--- src/rtl/tod_alarm_clock.sv ---
// Time-of-day core: prescaled seconds tick, ss/mm/hh cascade, time-set and hh:mm alarm slots.
// Optional BCD display outputs are compiled in when TOD_BCD_OUT_EN is defined.
module tod_alarm_clock #(
    parameter int CLK_HZ     = 50000000,
    parameter int DAY_HOURS  = 24,
    parameter int NUM_ALARMS = 4,
    localparam int AW = (NUM_ALARMS > 1) ? $clog2(NUM_ALARMS) : 1
) (
    input  logic                  CLOCK_50,
    input  logic                  reset,
    input  logic                  run,
    input  logic                  set_en,
    input  logic [4:0]            set_hh,
    input  logic [5:0]            set_mm,
    input  logic [5:0]            set_ss,
    output logic                  set_err,
    input  logic                  alm_we,
    input  logic [AW-1:0]         alm_idx,
    input  logic [4:0]            alm_hh,
    input  logic [5:0]            alm_mm,
    input  logic                  alm_on,
    output logic [4:0]            hh,
    output logic [5:0]            mm,
    output logic [5:0]            ss,
    output logic                  sec_pulse,
    output logic                  min_pulse,
    output logic                  hour_pulse,
    output logic                  day_pulse,
`ifdef TOD_BCD_OUT_EN
    output logic [7:0]            bcd_hh,
    output logic [7:0]            bcd_mm,
    output logic [7:0]            bcd_ss,
`endif
    output logic [NUM_ALARMS-1:0] alarm_hit
);

    localparam int PW = (CLK_HZ > 1) ? $clog2(CLK_HZ) : 1;
    localparam logic [PW-1:0] PRE_MAX = PW'(CLK_HZ - 1);
    localparam logic [5:0]    HH_LIM  = 6'(DAY_HOURS);
    localparam logic [4:0]    HH_MAX  = 5'(DAY_HOURS - 1);
    localparam logic [AW:0]   IDX_LIM = (AW + 1)'(NUM_ALARMS);

    logic [PW-1:0]         presc_reg;
    logic [4:0]            hh_reg;
    logic [5:0]            mm_reg, ss_reg;
    logic                  sec_pulse_reg, min_pulse_reg, hour_pulse_reg, day_pulse_reg;
    logic                  set_err_reg;
    logic [NUM_ALARMS-1:0] hit_pend_reg, alarm_hit_reg;

    logic                  tick, set_ok, alm_ok;
    logic                  ss_wrap, mm_wrap, hh_wrap;
    logic [4:0]            hh_next;
    logic [5:0]            mm_next, ss_next;
    logic [NUM_ALARMS-1:0] slot_match, hit_pend_next;

    assign tick   = run && (presc_reg == PRE_MAX);
    assign set_ok = ({1'b0, set_hh} < HH_LIM) && (set_mm < 6'd60) && (set_ss < 6'd60);
    assign alm_ok = ({1'b0, alm_idx} < IDX_LIM) && ({1'b0, alm_hh} < HH_LIM) && (alm_mm < 6'd60);

    // Whole-cascade next value, so every rollover pulse lands in the same cycle.
    always_comb begin
        ss_wrap = (ss_reg == 6'd59);
        mm_wrap = ss_wrap && (mm_reg == 6'd59);
        hh_wrap = mm_wrap && (hh_reg == HH_MAX);
        ss_next = ss_wrap ? 6'd0 : ss_reg + 6'd1;
        mm_next = ss_wrap ? (mm_wrap ? 6'd0 : mm_reg + 6'd1) : mm_reg;
        hh_next = mm_wrap ? (hh_wrap ? 5'd0 : hh_reg + 5'd1) : hh_reg;
        // Evaluated against the pre-edge slot contents, so a same-cycle write is not seen.
        hit_pend_next = (tick && !set_en && ss_wrap) ? slot_match : '0;
    end

    always_ff @(posedge CLOCK_50) begin
        if (reset) begin
            presc_reg      <= '0;
            hh_reg         <= '0;
            mm_reg         <= '0;
            ss_reg         <= '0;
            sec_pulse_reg  <= 1'b0;
            min_pulse_reg  <= 1'b0;
            hour_pulse_reg <= 1'b0;
            day_pulse_reg  <= 1'b0;
            set_err_reg    <= 1'b0;
            hit_pend_reg   <= '0;
            alarm_hit_reg  <= '0;
        end else begin
            sec_pulse_reg  <= 1'b0;
            min_pulse_reg  <= 1'b0;
            hour_pulse_reg <= 1'b0;
            day_pulse_reg  <= 1'b0;
            set_err_reg    <= 1'b0;
            hit_pend_reg   <= hit_pend_next;
            alarm_hit_reg  <= hit_pend_reg;
            if (set_en) begin
                // A set swallows any coincident tick, valid or not.
                if (set_ok) begin
                    hh_reg    <= set_hh;
                    mm_reg    <= set_mm;
                    ss_reg    <= set_ss;
                    presc_reg <= '0;
                end else begin
                    set_err_reg <= 1'b1;
                    if (run)
                        presc_reg <= tick ? '0 : presc_reg + 1'b1;
                end
            end else if (run) begin
                presc_reg <= tick ? '0 : presc_reg + 1'b1;
                if (tick) begin
                    ss_reg         <= ss_next;
                    mm_reg         <= mm_next;
                    hh_reg         <= hh_next;
                    sec_pulse_reg  <= 1'b1;
                    min_pulse_reg  <= ss_wrap;
                    hour_pulse_reg <= mm_wrap;
                    day_pulse_reg  <= hh_wrap;
                end
            end
        end
    end

    genvar gi;
    generate
        for (gi = 0; gi < NUM_ALARMS; gi++) begin : g_slot
            logic [4:0] slot_hh_reg;
            logic [5:0] slot_mm_reg;
            logic       slot_on_reg;

            always_ff @(posedge CLOCK_50) begin
                if (reset) begin
                    slot_hh_reg <= '0;
                    slot_mm_reg <= '0;
                    slot_on_reg <= 1'b0;
                end else if (alm_we && alm_ok && (alm_idx == AW'(gi))) begin
                    slot_hh_reg <= alm_hh;
                    slot_mm_reg <= alm_mm;
                    slot_on_reg <= alm_on;
                end
            end

            assign slot_match[gi] = slot_on_reg && (slot_hh_reg == hh_next) && (slot_mm_reg == mm_next);
        end
    endgenerate

    assign hh         = hh_reg;
    assign mm         = mm_reg;
    assign ss         = ss_reg;
    assign sec_pulse  = sec_pulse_reg;
    assign min_pulse  = min_pulse_reg;
    assign hour_pulse = hour_pulse_reg;
    assign day_pulse  = day_pulse_reg;
    assign set_err    = set_err_reg;
    assign alarm_hit  = alarm_hit_reg;

`ifdef TOD_BCD_OUT_EN
    function automatic logic [7:0] to_bcd(input logic [5:0] v);
        return {4'(v / 6'd10), 4'(v % 6'd10)};
    endfunction

    assign bcd_hh = to_bcd({1'b0, hh_reg});
    assign bcd_mm = to_bcd(mm_reg);
    assign bcd_ss = to_bcd(ss_reg);
`endif

endmodule

--- config.mk ---
export PLATFORM = sky130hd
export DESIGN_NAME = tod_alarm_clock
export DESIGN_NICKNAME = d
export VERILOG_FILES = /design/src/rtl/tod_alarm_clock.sv
export SDC_FILE = /design/constraint.sdc
export NUM_CORES = 1
export LEC_CHECK = 0
export BUFFER_PORTS_ARGS = -buffer_cell sky130_fd_sc_hd__buf_2
export CORE_MARGIN = 2
export CORE_UTILIZATION = 55
export CTS_BUF_LIST = sky130_fd_sc_hd__clkbuf_4
export DETAILED_ROUTE_END_ITERATION = 6
export GPL_ROUTABILITY_DRIVEN = 0
export GPL_TIMING_DRIVEN = 0
export MAX_ROUTING_LAYER = met4
export PLACE_DENSITY = 0.76
export RECOVER_POWER = 100
export SYNTH_ARGS = -nofsm -noshare
export SYNTH_HDL_FRONTEND = slang
export SYNTH_SLANG_ARGS = --single-unit
--- constraint.sdc ---
create_clock -name CLOCK_50 -period 7.2 [get_ports CLOCK_50]
set_input_delay 0.36 -clock CLOCK_50 [delete_from_list [all_inputs] [get_ports CLOCK_50]]
set_output_delay 0.36 -clock CLOCK_50 [all_outputs]
set_load 0.1 [all_outputs]
==> results of run 1 <==
[worst min-delay path: cells and delay by family]
kind          cells  cell delay, ns
simple gates      1            0.08
mux               1            0.07
buf+inv           1            0.11
[worst paths after layout]
path | end | slack, ns
setup / recovery | hit_pend_reg[2] | 3.23
hold / removal | g_slot[3].slot_mm_reg[0] | 0.17
setup reg to reg | hit_pend_reg[2] | 3.23
hold reg to reg | alarm_hit[1] | 0.46
[Yosys cell counts (all sizes together), types with 3 or more instances]
cell type / n / share of area
dfxtp: 104 / 0.38
nor2: 102 / 0.069
mux2i: 57 / 0.10
nand2: 49 / 0.033
xnor2: 31 / 0.049
a21oi: 29 / 0.026
clkbuf: 29 / 0.020
xor2: 26 / 0.041
o21ai: 22 / 0.020
nand3: 19 / 0.017
nand4: 18 / 0.020
inv: 12 / 0.0081
nor4: 12 / 0.016
nor2b: 10 / 0.011
a31oi: 9 / 0.010
and3: 9 / 0.010
buf: 8 / 0.0059
nand2b: 8 / 0.0090
nor3: 7 / 0.0084
or3: 7 / 0.0079
or4: 7 / 0.010
a211oi: 6 / 0.0081
a221oi: 6 / 0.0095
and4: 6 / 0.0095
o2111ai: 5 / 0.0079
o211ai: 5 / 0.0068
a22oi: 4 / 0.0054
ha: 4 / 0.0090
o221ai: 4 / 0.0063
o31ai: 4 / 0.0054
a2bb2oi: 3 / 0.0047
a311oi: 3 / 0.0047
nand3b: 3 / 0.0041
o22ai: 3 / 0.0034
[layer usage]
metal	wire length, µm	GRT usage
met1	6850	0.395
met2	7590	0.486
met3	1460	0.0457
met4	636	0.166
met5	0	-
[cell type report]
cell class                 instances  area [µm²]  area share
inverter                          12        45.0     0.00734
sequential                       104        2080       0.339
tap                              133         166      0.0271
clock buffer                       9        67.6      0.0110
buffer                            37         140      0.0228
multi-input combinational        504        3230       0.526
clock inverter                     7         141      0.0230
timing repair buffer              60         265      0.0432
[stage by stage]
step                utilization  std cells  hold slack, ns
global route              0.628        866           0.162
floorplan                     -        657           0.414
global placement          0.614        850           0.439
CTS                       0.635        866           0.113
detailed placement        0.614        850           0.427
finish                    0.628        866           0.165
[where the power goes]
part	internal (mW)	total, mW	switching (mW)
registers	0.590	0.607	0.0178
logic	0.0527	0.175	0.122
clock network	0.211	0.409	0.197
total	0.854	1.19	0.337
[cells by family after synthesis]
logic type,Yosys count,synth area share
AO/OA/AOI/OAI,115,0.139
AND/OR/NAND/NOR,271,0.249
multiplexers,57,0.103
flip-flops,104,0.376
XOR/XNOR,57,0.0902
adder cells (fa/ha/maj),4,0.00904
buffers and inverters,49,0.0337
[cell usage in the layout (no fill, tap or decap), types with 3 or more instances in the layout]
master     instances
and3_1             9
or4_1              7
bufinv_16          4
a221oi_1           6
a21oi_1           29
nand3b_1           3
a2bb2oi_1          3
a211oi_1           6
clkbuf_4           9
a31oi_1            9
nand3_1           19
o21ai_0           22
xnor2_1           31
o31ai_1            4
nor3_1             7
or3_1              7
nor4_1            12
o211ai_1           5
nand4_1           18
o22ai_1            3
ha_1               4
nor2_1           102
and4_1             6
mux2i_1           57
o2111ai_1          5
nand2_1           49
a22oi_1            4
nor2b_1           10
clkbuf_1          62
o221ai_1           4
buf_2             33
inv_1             12
xor2_1            26
nand2b_1           8
dfxtp_1          104
a311oi_1           3
==> results.ini, run 1 <==
[timing]
slew_viol_final=10
min_period_ns=3.97
tightest_slew_ns=1.79
setup_ws_ns=3.23
tns_ns=0
slew_headroom=-0.206
final_hold_viol_count=0
skew_ns=0.0137
setup_viol=0
max_freq_ghz=0.252
grt_setup_unrepaired=false
period_share=0.552

[route]
vias_per_cell=6.25
wl_um=16500
first_iter_violations=514
postRouteAntennaNets=0
firstDrtPassIters=6
num_vias=5414
wl_per_cell_um=19.1
drc=0

[grt]
grt_max_degree=18
track_usage=0.313
grt_pass1_vias=5171
antenna_found_initial=0
grt.overflow.total=0
grt_pass1_wl_um=26400

[clock_tree]
clockBufferDepth=2
cts_repair_resize_count=0
numClockSinks=104
clk_pin_slew_ns=0.16
cts_tree=done
clock_latency_ns=0.47
cts_max_level=3
cts_setup_buffers=0
cts_buffers=9
cts-root-buf=clkbuf_4
cts_hold_buf=0

[setup_path]
crit_buf_inv=0
cp-start-kind=flop
r2r_start=hh[1]
cpPeakStageDelay_ns=0.99
slowest_stage=nor4_1
worst-path-stages=7
crit_top_cell=nor4_1
worstPathRequired_ns=7.52
cp.arrival_ns=4.30
worst-r2r-cell-count=7
path_delay_family=simple AND/OR/NAND/NOR gates
path_cells=ha_1, nand4b_1, nor4_1, mux2i_1, xnor2_1, or4_1, nor4_1
end_kind=flop
worst-path-max-fanout=10
cp-startpoint=hh[1]
path_class=flop to flop

[status]
violations=max-capacitance violations, max-slew violations
outcome=finished with violations

[yosys]
ys.flop_type=dfxtp_1
syn_nets=697
syn-cell-area_um2=5530
synthCells=657
synth_edf_count=0
yosysUniqueCellTypes=58
async_flop_share=0
ys_ff_latch=104
yosys_warnings=0
post_synth.cell_area_avg_um2=8.42
seq_area_frac_synth=0.376

[placement]
port_buffers=60
dp_hpwl_um=12200
placed_area_um2=6000
place_ws_ns=3.55

[min_path]
hold_depth=3
min-delay-start=alm_mm[0]
worst_hold_path_type=input pin to flop

[power_and_ir_drop]
p_leak_nw=2.30
p_total_mw=1.19
power.density_nw_per_um2=194
worst_ir_drop_vdd_mv=0.101

[finish]
area.growth.synth_to_final_pct=10.9
drive_above_1_share=0.0696
n_antenna_cell=0
nFillCells=888
fin_nets=768
fin_area_um2=6140
largest_reg_flops=26

[floorplan]
die-area_um2=10900
die_x_um=104
ios=62
initial_core_util=0.566
dieHeight_um=104
fp.coreArea_um2=9770
rows=36

[flow_run]
drv_cap=1

Power figures use the tool's default switching activity.
==> run 2, diff against run 1 <==
Settings changed: PLACE_DENSITY 0.76 to 0.79.
Clock period 7.2 ns to 3.5 ns, I/O delays scaled along.
==> run 2 against run 1 <==
Sequential cell count unchanged. Register-to-register slack got worse by 3.1 ns. Clock power is 60% higher. Critical path type unchanged. The run now ends clean. Largest power group unchanged.
==> results.ini, run 2 (synthesis gave the netlist of run 1 again) <==
[clock_tree]
cts_tree=done
cts-root-buf=clkbuf_4
numClockSinks=104  ; unchanged
clk_pin_slew_ns=0.16  ; about the same
clock_latency_ns=0.49  ; +0.02 ns
clockBufferDepth=2  ; unchanged
cts_buffers=9  ; unchanged
cts_max_level=3  ; unchanged

[power_and_ir_drop]
p_total_mw=2.28  ; +91%
seqPwrFrac=0.549  ; +0.039
combinationalPowerShare=0.164  ; +0.017
power.density_nw_per_um2=361  ; +86%
p_clk_frac=0.287  ; -0.056
p_switching_uw=717  ; +110%
worst_ir_drop_vdd_mv=0.266  ; +160%
internal-power_mw=1.56  ; +83%
p_leak_nw=2.40  ; +4.0%
power.share.switching=0.315  ; +0.0317

[placement]
port_buffers=60  ; unchanged
placed_area_um2=6000  ; unchanged
dp_hpwl_um=12100  ; -0.80%

[status]
outcome=completed

[route]
drc=0  ; unchanged
first_iter_violations=567  ; +10%
vias_per_cell=6.27  ; +0.32%
postRouteAntennaNets=0  ; unchanged
firstDrtPassIters=7  ; +1
num_vias=5519  ; +1.9%
wl_per_cell_um=18.7  ; -1.9%
wl_um=16500  ; -0.28%

[finish]
area.growth.synth_to_final_pct=14.0
regArea_um2=2080  ; unchanged
nFillCells=853  ; -3.9%
multi_input_area_um2=3320  ; +2.7%
fin_nets=782  ; +1.8%
final_common_cell=dfxtp_1
drive_above_1_share=0.0803  ; +0.0107
n_antenna_cell=0  ; unchanged
final_cell_mix=dfxtp_1 (104), nor2_1 (102), clkbuf_1 (62)
fin_area_um2=6310  ; +2.8%
largest_reg_flops=26  ; unchanged

[grt]
grt_pass1_vias=5101  ; -1.4%
antenna_found_initial=0  ; unchanged
grt_max_degree=19  ; +1
grt_pass1_wl_um=26000  ; -1.5%
track_usage=0.309  ; -0.00411
grt.overflow.total=0  ; unchanged

[floorplan]
die_x_um=104  ; unchanged
die-area_um2=10900  ; unchanged
dieHeight_um=104  ; unchanged
ios=62  ; unchanged
rows=36  ; unchanged
fp.coreArea_um2=9770  ; unchanged
initial_core_util=0.566  ; unchanged

[setup_path]
end_kind=flop
cp.arrival_ns=3.69  ; -0.61 ns
cp-start-kind=flop
worstPathRequired_ns=3.86  ; -3.66 ns
path_class=flop to flop
worst-path-max-fanout=9  ; -1

[timing]
whs_ns=0.0171  ; -0.148 ns
grt_setup_unrepaired=false
min_period_ns=3.33  ; -0.637 ns
setup_viol=0  ; unchanged
final_hold_viol_count=0  ; unchanged
slew_viol_final=0  ; -10
slew_headroom=0.191  ; +0.397
period_share=0.953  ; +0.401
max_freq_ghz=0.300  ; +19%
skew_ns=0.0250  ; +0.0113 ns
tightest_slew_ns=1.20  ; -0.590 ns

[flow_run]
drv_cap=0  ; -1

[min_path]
worst_hold_path_type=input pin to flop

[run 2: cell count changes in the layout (fill, tap and decap cells not counted), moves of 2 or more]
cell	previous run	this run
nor4_4	0	4
nor4_1	12	7
clkinv_4	1	3
bufinv_16	4	1
dlygate4sd3_1	0	14
[run 2: timing repair]
action / CTS / global route
gates resized for setup: 2 / 6
hold buffers: 13 / 1
endpoints found under the setup margin: 1 / 4
hold endpoints to repair: 34 / 1
setup buffers: 0 / 0
[run 2: worst paths after layout]
path / slack, ns / endpoint / depth (start not counted) / startpoint
max: 0.17 / hit_pend_reg[0] / 7 / presc_reg[16]
min: 0.02 / g_slot[2].slot_mm_reg[4] / 3 / alm_mm[4]
max reg2reg: 0.17 / hit_pend_reg[0] / 7 / presc_reg[16]
min reg2reg: 0.46 / alarm_hit[0] / 1 / hit_pend_reg[0]
[run 2: critical path, cell delays in order, from the launching register on]
cell and delay (ns):
dfxtp_1 0.39, or4b_1 0.51, or4_1 0.61, or4_1 0.52, buf_2 0.21, nor3_4 0.30
o2111ai_1 0.20, nor4_1 0.47
[run 2: per-layer routing]
layer	share of wire	vias to the layer above	track usage
li1	-	2536	-
met1	0.41	2584	0.391
met2	0.46	335	0.488
met3	0.098	64	0.0670
met4	0.030	0	0.110
met5	0	-	-
[run 2: power by group through the flow]
stage               Sequential [mW]  Combinational [mW]  Clock [mW]
floorplan                      1.34               0.180           0
detailed placement             1.27               0.356           0
global route                   1.25               0.397       0.709
finish                         1.25               0.374       0.653
CTS                            1.25               0.368       0.656
global placement               1.27               0.348           0
[run 2: metrics by stage]
| stage | util | std cells | worst slack, ns | TNS (ns) |
|---|---|---|---|---|
| after floorplan | - | 657 | 0.0341 | 0 |
| after global placement | 0.614 | 850 | -0.0430 | -0.0430 |
| after detailed placement | 0.614 | 850 | -0.0606 | -0.0606 |
| after CTS | 0.644 | 879 | 0.0813 | 0 |
| after global routing | 0.645 | 880 | 0.00933 | 0 |
| final | 0.645 | 880 | 0.165 | 0 |
[run 2: layout make-up]
type | instances | area share
multi-input cells | 504 | 0.526
flip-flops and latches | 104 | 0.330
repair buffers | 74 | 0.0643
well taps | 133 | 0.0264
plain buffers | 37 | 0.0224
clock inverters | 7 | 0.0127
clock buffers | 9 | 0.0107
inverters | 12 | 0.00714
